<file path="config.mk">
export PLATFORM = sky130hd
export DESIGN_NAME = cam_capture_ctrl
export DESIGN_NICKNAME = d
export VERILOG_FILES = /design/src/rtl/cam_pkg.sv /design/src/rtl/cam_edge_sync.sv /design/src/rtl/cam_capture_ctrl.sv
export SDC_FILE = /design/constraint.sdc
export NUM_CORES = 1
export LEC_CHECK = 0
export ABC_AREA = 0
export CORE_ASPECT_RATIO = 1.4
export CORE_UTILIZATION = 40
export DETAILED_ROUTE_END_ITERATION = 10
export PLACE_DENSITY = 0.63
export REMOVE_ABC_BUFFERS = 1
export SETUP_SLACK_MARGIN = 0.1
export SLEW_MARGIN = 15
export SYNTH_ARGS = -nofsm -noshare
export SYNTH_HDL_FRONTEND = slang
export SYNTH_SLANG_ARGS = --single-unit
</file>
<file path="constraint.sdc">
create_clock -name CLOCK -period 2.5 [get_ports CLOCK]
set_clock_uncertainty 0.05 [all_clocks]
set_input_delay 0.375 -clock CLOCK [delete_from_list [all_inputs] [get_ports CLOCK]]
set_output_delay 0.375 -clock CLOCK [all_outputs]
set_load 0.05 [all_outputs]
</file>
<file path="src/rtl/cam_pkg.sv">
// cam_pkg
// Shared definitions for the OV7670 capture path and the VGA read side.
//   - cap_state_t      : capture sequencer states
//   - SCREEN_WIDTH/HEIGHT : frame buffer geometry (176x144, RGB332)
//   - rgb565_to_rgb332 : packs the two camera bytes of one pixel into one byte
package cam_pkg;

    localparam int SCREEN_WIDTH  = 176;
    localparam int SCREEN_HEIGHT = 144;

    typedef enum logic [1:0] {
        IDLE    = 2'd0,
        WAIT_VS = 2'd1,
        CAPTURE = 2'd2,
        DONE    = 2'd3
    } cap_state_t;

    // The camera sends RRRRRGGG then GGGBBBBB. Keep the top three red bits,
    // the top three green bits (low bits of the first byte) and the top two
    // blue bits of the second byte.
    function automatic logic [7:0] rgb565_to_rgb332(input logic [7:0] hi_byte,
                                                    input logic [7:0] lo_byte);
        return {hi_byte[7:5], hi_byte[2:0], lo_byte[4:3]};
    endfunction

endpackage

</file>
<file path="src/rtl/cam_edge_sync.sv">
// cam_edge_sync
// Registers the camera VSYNC/HREF/DATA pins once and derives edge strobes
// from the registered copies.
// Ports:
//   clk, rst        : PCLK and synchronous active-high reset
//   vsync_in/href_in/data_in : raw camera pins
//   href_r, data_r  : registered HREF and DATA
//   vs_fall, vs_rise, href_fall : one-cycle edge strobes
module cam_edge_sync (
    input  logic       clk,
    input  logic       rst,
    input  logic       vsync_in,
    input  logic       href_in,
    input  logic [7:0] data_in,
    output logic       href_r,
    output logic [7:0] data_r,
    output logic       vs_fall,
    output logic       vs_rise,
    output logic       href_fall
);

    logic       vsync_q, vsync_d;
    logic       vsync_prev_q, vsync_prev_d;
    logic       href_q, href_d;
    logic       href_prev_q, href_prev_d;
    logic [7:0] data_q, data_d;

    // Sample the pins and shift the previous registered value into history.
    always_comb begin
        vsync_d      = vsync_in;
        href_d       = href_in;
        data_d       = data_in;
        vsync_prev_d = vsync_q;
        href_prev_d  = href_q;
    end

    always_ff @(posedge clk) begin
        if (rst) begin
            vsync_q      <= 1'b0;
            vsync_prev_q <= 1'b0;
            href_q       <= 1'b0;
            href_prev_q  <= 1'b0;
            data_q       <= 8'd0;
        end else begin
            vsync_q      <= vsync_d;
            vsync_prev_q <= vsync_prev_d;
            href_q       <= href_d;
            href_prev_q  <= href_prev_d;
            data_q       <= data_d;
        end
    end

    assign href_r    = href_q;
    assign data_r    = data_q;
    assign vs_fall   = vsync_prev_q & ~vsync_q;
    assign vs_rise   = ~vsync_prev_q & vsync_q;
    assign href_fall = href_prev_q & ~href_q;

endmodule

</file>
<file path="src/rtl/cam_capture_ctrl.sv">
// cam_capture_ctrl
// Sequences one OV7670 frame into the RGB332 frame buffer write port.
// Ports:
//   CLOCK, RESET       : camera PCLK, synchronous active-high reset
//   VSYNC, HREF, DATA  : camera pins (VSYNC high = vertical blank)
//   START, CONTINUOUS  : one-shot arm / automatic re-arm
//   W_EN, W_ADDR, PIXEL_COLOR : registered memory write port
//   BUSY               : sequencer not idle
//   FRAME_DONE         : one-cycle end-of-frame pulse
//   FRAME_ERR          : sticky, a frame had the wrong number of lines
module cam_capture_ctrl
    import cam_pkg::*;
#(
    parameter int WIDTH  = SCREEN_WIDTH,
    parameter int HEIGHT = SCREEN_HEIGHT,
    parameter int ADDR_W = 15
) (
    input  logic              CLOCK,
    input  logic              RESET,
    input  logic              VSYNC,
    input  logic              HREF,
    input  logic [7:0]        DATA,
    input  logic              START,
    input  logic              CONTINUOUS,
    output logic              W_EN,
    output logic [ADDR_W-1:0] W_ADDR,
    output logic [7:0]        PIXEL_COLOR,
    output logic              BUSY,
    output logic              FRAME_DONE,
    output logic              FRAME_ERR
);

    localparam int X_W  = $clog2(WIDTH + 1);
    localparam int Y_W  = $clog2(HEIGHT + 2);
    // One spare bit so line_base can step past the last line without wrapping.
    localparam int LB_W = ADDR_W + 1;

    localparam logic [X_W-1:0]  X_LIMIT = X_W'(WIDTH);
    localparam logic [Y_W-1:0]  Y_LIMIT = Y_W'(HEIGHT);
    localparam logic [Y_W-1:0]  Y_SAT   = Y_W'(HEIGHT + 1);
    localparam logic [LB_W-1:0] LB_STEP = LB_W'(WIDTH);

    logic       href_r, vs_fall, vs_rise, href_fall;
    logic [7:0] data_r;

    cam_edge_sync u_edge_sync (
        .clk       (CLOCK),
        .rst       (RESET),
        .vsync_in  (VSYNC),
        .href_in   (HREF),
        .data_in   (DATA),
        .href_r    (href_r),
        .data_r    (data_r),
        .vs_fall   (vs_fall),
        .vs_rise   (vs_rise),
        .href_fall (href_fall)
    );

    cap_state_t        state_q, state_d;
    logic [X_W-1:0]    x_q, x_d;
    logic [Y_W-1:0]    y_q, y_d;
    logic [LB_W-1:0]   line_base_q, line_base_d;
    logic              byte_phase_q, byte_phase_d;
    logic [7:0]        b1_q, b1_d;
    logic              w_en_q, w_en_d;
    logic [ADDR_W-1:0] w_addr_q, w_addr_d;
    logic [7:0]        pixel_color_q, pixel_color_d;
    logic              frame_err_q, frame_err_d;

    // Sequencer and pixel/line counters. y saturates one past HEIGHT so an
    // overlong frame is still distinguishable from a correct one at DONE.
    always_comb begin
        state_d       = state_q;
        x_d           = x_q;
        y_d           = y_q;
        line_base_d   = line_base_q;
        byte_phase_d  = byte_phase_q;
        b1_d          = b1_q;
        w_en_d        = 1'b0;
        w_addr_d      = w_addr_q;
        pixel_color_d = pixel_color_q;
        frame_err_d   = frame_err_q;

        unique case (state_q)
            IDLE: begin
                if (START || CONTINUOUS) begin
                    state_d = WAIT_VS;
                end
            end
            WAIT_VS: begin
                if (vs_fall) begin
                    state_d      = CAPTURE;
                    x_d          = '0;
                    y_d          = '0;
                    line_base_d  = '0;
                    byte_phase_d = 1'b0;
                end
            end
            CAPTURE: begin
                if (vs_rise) begin
                    // End of frame wins over any byte arriving now; a partial
                    // line still counts toward the line total.
                    state_d      = DONE;
                    byte_phase_d = 1'b0;
                    if (x_q != '0) begin
                        x_d = '0;
                        if (y_q < Y_SAT) begin
                            y_d         = y_q + Y_W'(1);
                            line_base_d = line_base_q + LB_STEP;
                        end
                    end
                end else begin
                    if (href_r) begin
                        byte_phase_d = ~byte_phase_q;
                        if (!byte_phase_q) begin
                            b1_d = data_r;
                        end else if (x_q < X_LIMIT) begin
                            x_d = x_q + X_W'(1);
                            if (y_q < Y_LIMIT) begin
                                w_en_d        = 1'b1;
                                w_addr_d      = ADDR_W'(line_base_q + LB_W'(x_q));
                                pixel_color_d = rgb565_to_rgb332(b1_q, data_r);
                            end
                        end
                    end
                    // Uses x_d so a pixel finishing this cycle is counted
                    // before the line advances.
                    if (href_fall) begin
                        byte_phase_d = 1'b0;
                        if (x_d != '0) begin
                            x_d = '0;
                            if (y_q < Y_SAT) begin
                                y_d         = y_q + Y_W'(1);
                                line_base_d = line_base_q + LB_STEP;
                            end
                        end
                    end
                end
            end
            DONE: begin
                if (y_q != Y_LIMIT) begin
                    frame_err_d = 1'b1;
                end
                state_d = CONTINUOUS ? WAIT_VS : IDLE;
            end
            default: begin
                state_d = IDLE;
            end
        endcase
    end

    always_ff @(posedge CLOCK) begin
        if (RESET) begin
            state_q       <= IDLE;
            x_q           <= '0;
            y_q           <= '0;
            line_base_q   <= '0;
            byte_phase_q  <= 1'b0;
            b1_q          <= 8'd0;
            w_en_q        <= 1'b0;
            w_addr_q      <= '0;
            pixel_color_q <= 8'd0;
            frame_err_q   <= 1'b0;
        end else begin
            state_q       <= state_d;
            x_q           <= x_d;
            y_q           <= y_d;
            line_base_q   <= line_base_d;
            byte_phase_q  <= byte_phase_d;
            b1_q          <= b1_d;
            w_en_q        <= w_en_d;
            w_addr_q      <= w_addr_d;
            pixel_color_q <= pixel_color_d;
            frame_err_q   <= frame_err_d;
        end
    end

    assign W_EN        = w_en_q;
    assign W_ADDR      = w_addr_q;
    assign PIXEL_COLOR = pixel_color_q;
    assign BUSY        = (state_q != IDLE);
    assign FRAME_DONE  = (state_q == DONE);
    assign FRAME_ERR   = frame_err_q;

endmodule

</file>
==> run metrics <==
Gate Count Post-Synth about 420; most frequent cells in the layout dfxtp_1, nand2_1, a21oi_1, clkdlybuf4s50_1, nor2_1; Final Non-Filler Cells about 570; Iteration-0 DRC Markers roughly 190; Final setup viols 0; Async SR Flop Fraction 0; Clock Pin Slew Worst Setup and Hold Paths 50 ps; I/O pin total a little over 40; endpoint type of the worst setup path flop; Synth cell types 52; critical path arrival approximately 2500 ps; Critical Setup Path Class flop to flop; diodes inserted 0; Slew @ Worst Pin ~590 ps; DRC Markers 0; vias in the first global route a little under 3k; H-tree depth 3; drt first pass iters 4; Num Clock Sinks 73; initial antenna violation count 0; post-synthesis sequential area ratio 0.420; Final Power 3.74 mW; Final Net Count 492; synth-to-layout area growth 27.8%; CTS tree done; wire length per cell between 10 and 15 um; Post-CTS Setup Bufs 0; Synth area leader dfxtp_1; static leakage roughly 1.6 nW; flops & latches, synth 73; final core utilization 0.536; f_max 444 MHz; routability cong. 0.861; gr ovfl total 0; largest net degree at the start of global routing 58; synth top area cells dfxtp_1, a21oi_1, nand2_1; final hold vios 0; max-slew violation count 0; first-pass GRT wire length ~13000 um; die width 80.9 um; Post-synth EDFFs 0; vias per std cell around 5.3; Clock Path Buffers 2; final worst path period share 0.900; worst hold path type input pin to flop; RSZ-0062 raised after global routing false; worst r2r path cells 9; commonest non-fill, non-tap cell in the layout dfxtp_1; Die Area 9090 um2; placed insts 556; VDD IR max about 0.00043 V; Hold-fix buffers, CTS 0; cell depth of the worst hold path 2; outcome finished, final reports clean; Setup TNS 0 ps; Max Fanout on Critical Path 8; core area roughly 8300 um2; Total GRT Usage 0.186; WP data required roughly 2700 ps; Max Cap Viol 0; starting density of the core 0.420; layout cells sized above 1 0.115; Skew-Pair Late Insertion Delay about 330 ps; Die Y-Extent roughly 110 um; HPWL Detailed ~5500 um; DR vias 3050; PortBufs 40; Synth Cell Area 3480 um2; FP Rows 39; root buffer cell clkbuf_16; slew margin rel. 0.599; synth warn 0; Synth Area per Inst roughly 8.4 um2; ys flop type dfxtp_1; startpoint type of the worst setup path flop; pwr/cell area ~840 nW/um2; Yosys top cell area share 0.420; drt total wl ~7700 um; CTS Buf Count 9; antenna viol nets, final 0; crit path time final 2250 ps
registers in the layout, summed over array words and instances, names as in the netlist, 2 cells and up:
register            count
y_q                     8
W_ADDR                 15
x_q                     8
b1_q                    6
state_q                 2
PIXEL_COLOR             8
line_base_q            11
u_edge_sync.data_r      8
cells by family (layout without fill, tap and decap cells):
| family | after synthesis | after routing | synth area share |
|---|---|---|---|
| buf+inv | 39 | 92 | 0.0481 |
| compound gates | 102 | 102 | 0.190 |
| flops | 73 | 73 | 0.420 |
| xor+xnor | 10 | 10 | 0.0252 |
| simple gates | 171 | 171 | 0.247 |
| fa+ha+maj | 13 | 13 | 0.0467 |
| mux | 8 | 8 | 0.0230 |
stage by stage:
step                      area [um2]  setup slack, ps  hold slack [ps]
after floorplan                 3370              230              361
after global placement          4070              216              373
after detailed placement        4070              139              385
after CTS                       4430              123              215
after global routing            4450              103              218
final                           4450              250              221
report_power, final:
group          internal (mW)  total (mW)  switching [mW]  leakage [nW]
sequential              1.21        1.25          0.0410         0.593
clock                   1.10        1.57           0.475         0.175
combinational          0.336       0.915           0.580         0.881
total                   2.64        3.74            1.10          1.65
path summary, 6_finish.rpt:
kind                         start             end  slack (ps)
min reg2reg  u_edge_sync.data_r[4]  PIXEL_COLOR[1]         390
max                         x_q[0]          y_q[5]         250
max reg2reg                 x_q[0]          y_q[5]         250
min                          RESET  line_base_q[5]         220
what timing repair did:
item,4_1_cts,5_1_grt
endpoints found under the setup margin,0,14
hold endpoints to repair,0,0
gates resized for setup,0,6
worst max-delay path, stage by stage, from the launching register on:
cell and delay [ps]:
dfxtp_2 360, ha_2 230, nand3_2 120, buf_4 170, nor3_1 160, nor4bb_1 100, o2111a_2 220, buf_4 170
or4_1 460, a21oi_1 140
Yosys cell counts (all sizes together) (6+ instances only):
library cell and instances:
nor2 35, o21ai 18, nor3 7, ha 13, nand4 11, nand2 51
nand2b 8, a21o 6, or4 9, buf 9, mux2i 8, a21oi 41
nand3 14, inv 14, xnor2 8, a211oi 10, nor2b 14, clkbuf 16
dfxtp 73
final cells by class:
| class | count | area [um2] |
|---|---|---|
| fillers | 757 | 3850 |
| clock inverters | 5 | 128 |
| well taps | 102 | 128 |
| clock buffers | 10 | 239 |
| flip-flops and latches | 73 | 1460 |
| repair buffers | 63 | 571 |
| inverters | 14 | 52.6 |
| multi-input cells | 304 | 1870 |
layer usage:
| metal | GRT usage | up-vias | share of wire |
|---|---|---|---|
| met4 | 0.0929 | 0 | 0.018 |
| met2 | 0.313 | 67 | 0.49 |
| met3 | 0.0488 | 8 | 0.042 |
| li1 | - | 1575 | - |
| met1 | 0.213 | 1400 | 0.45 |
| met5 | 0 | - | 0 |
(Power assumes the default switching activity.)
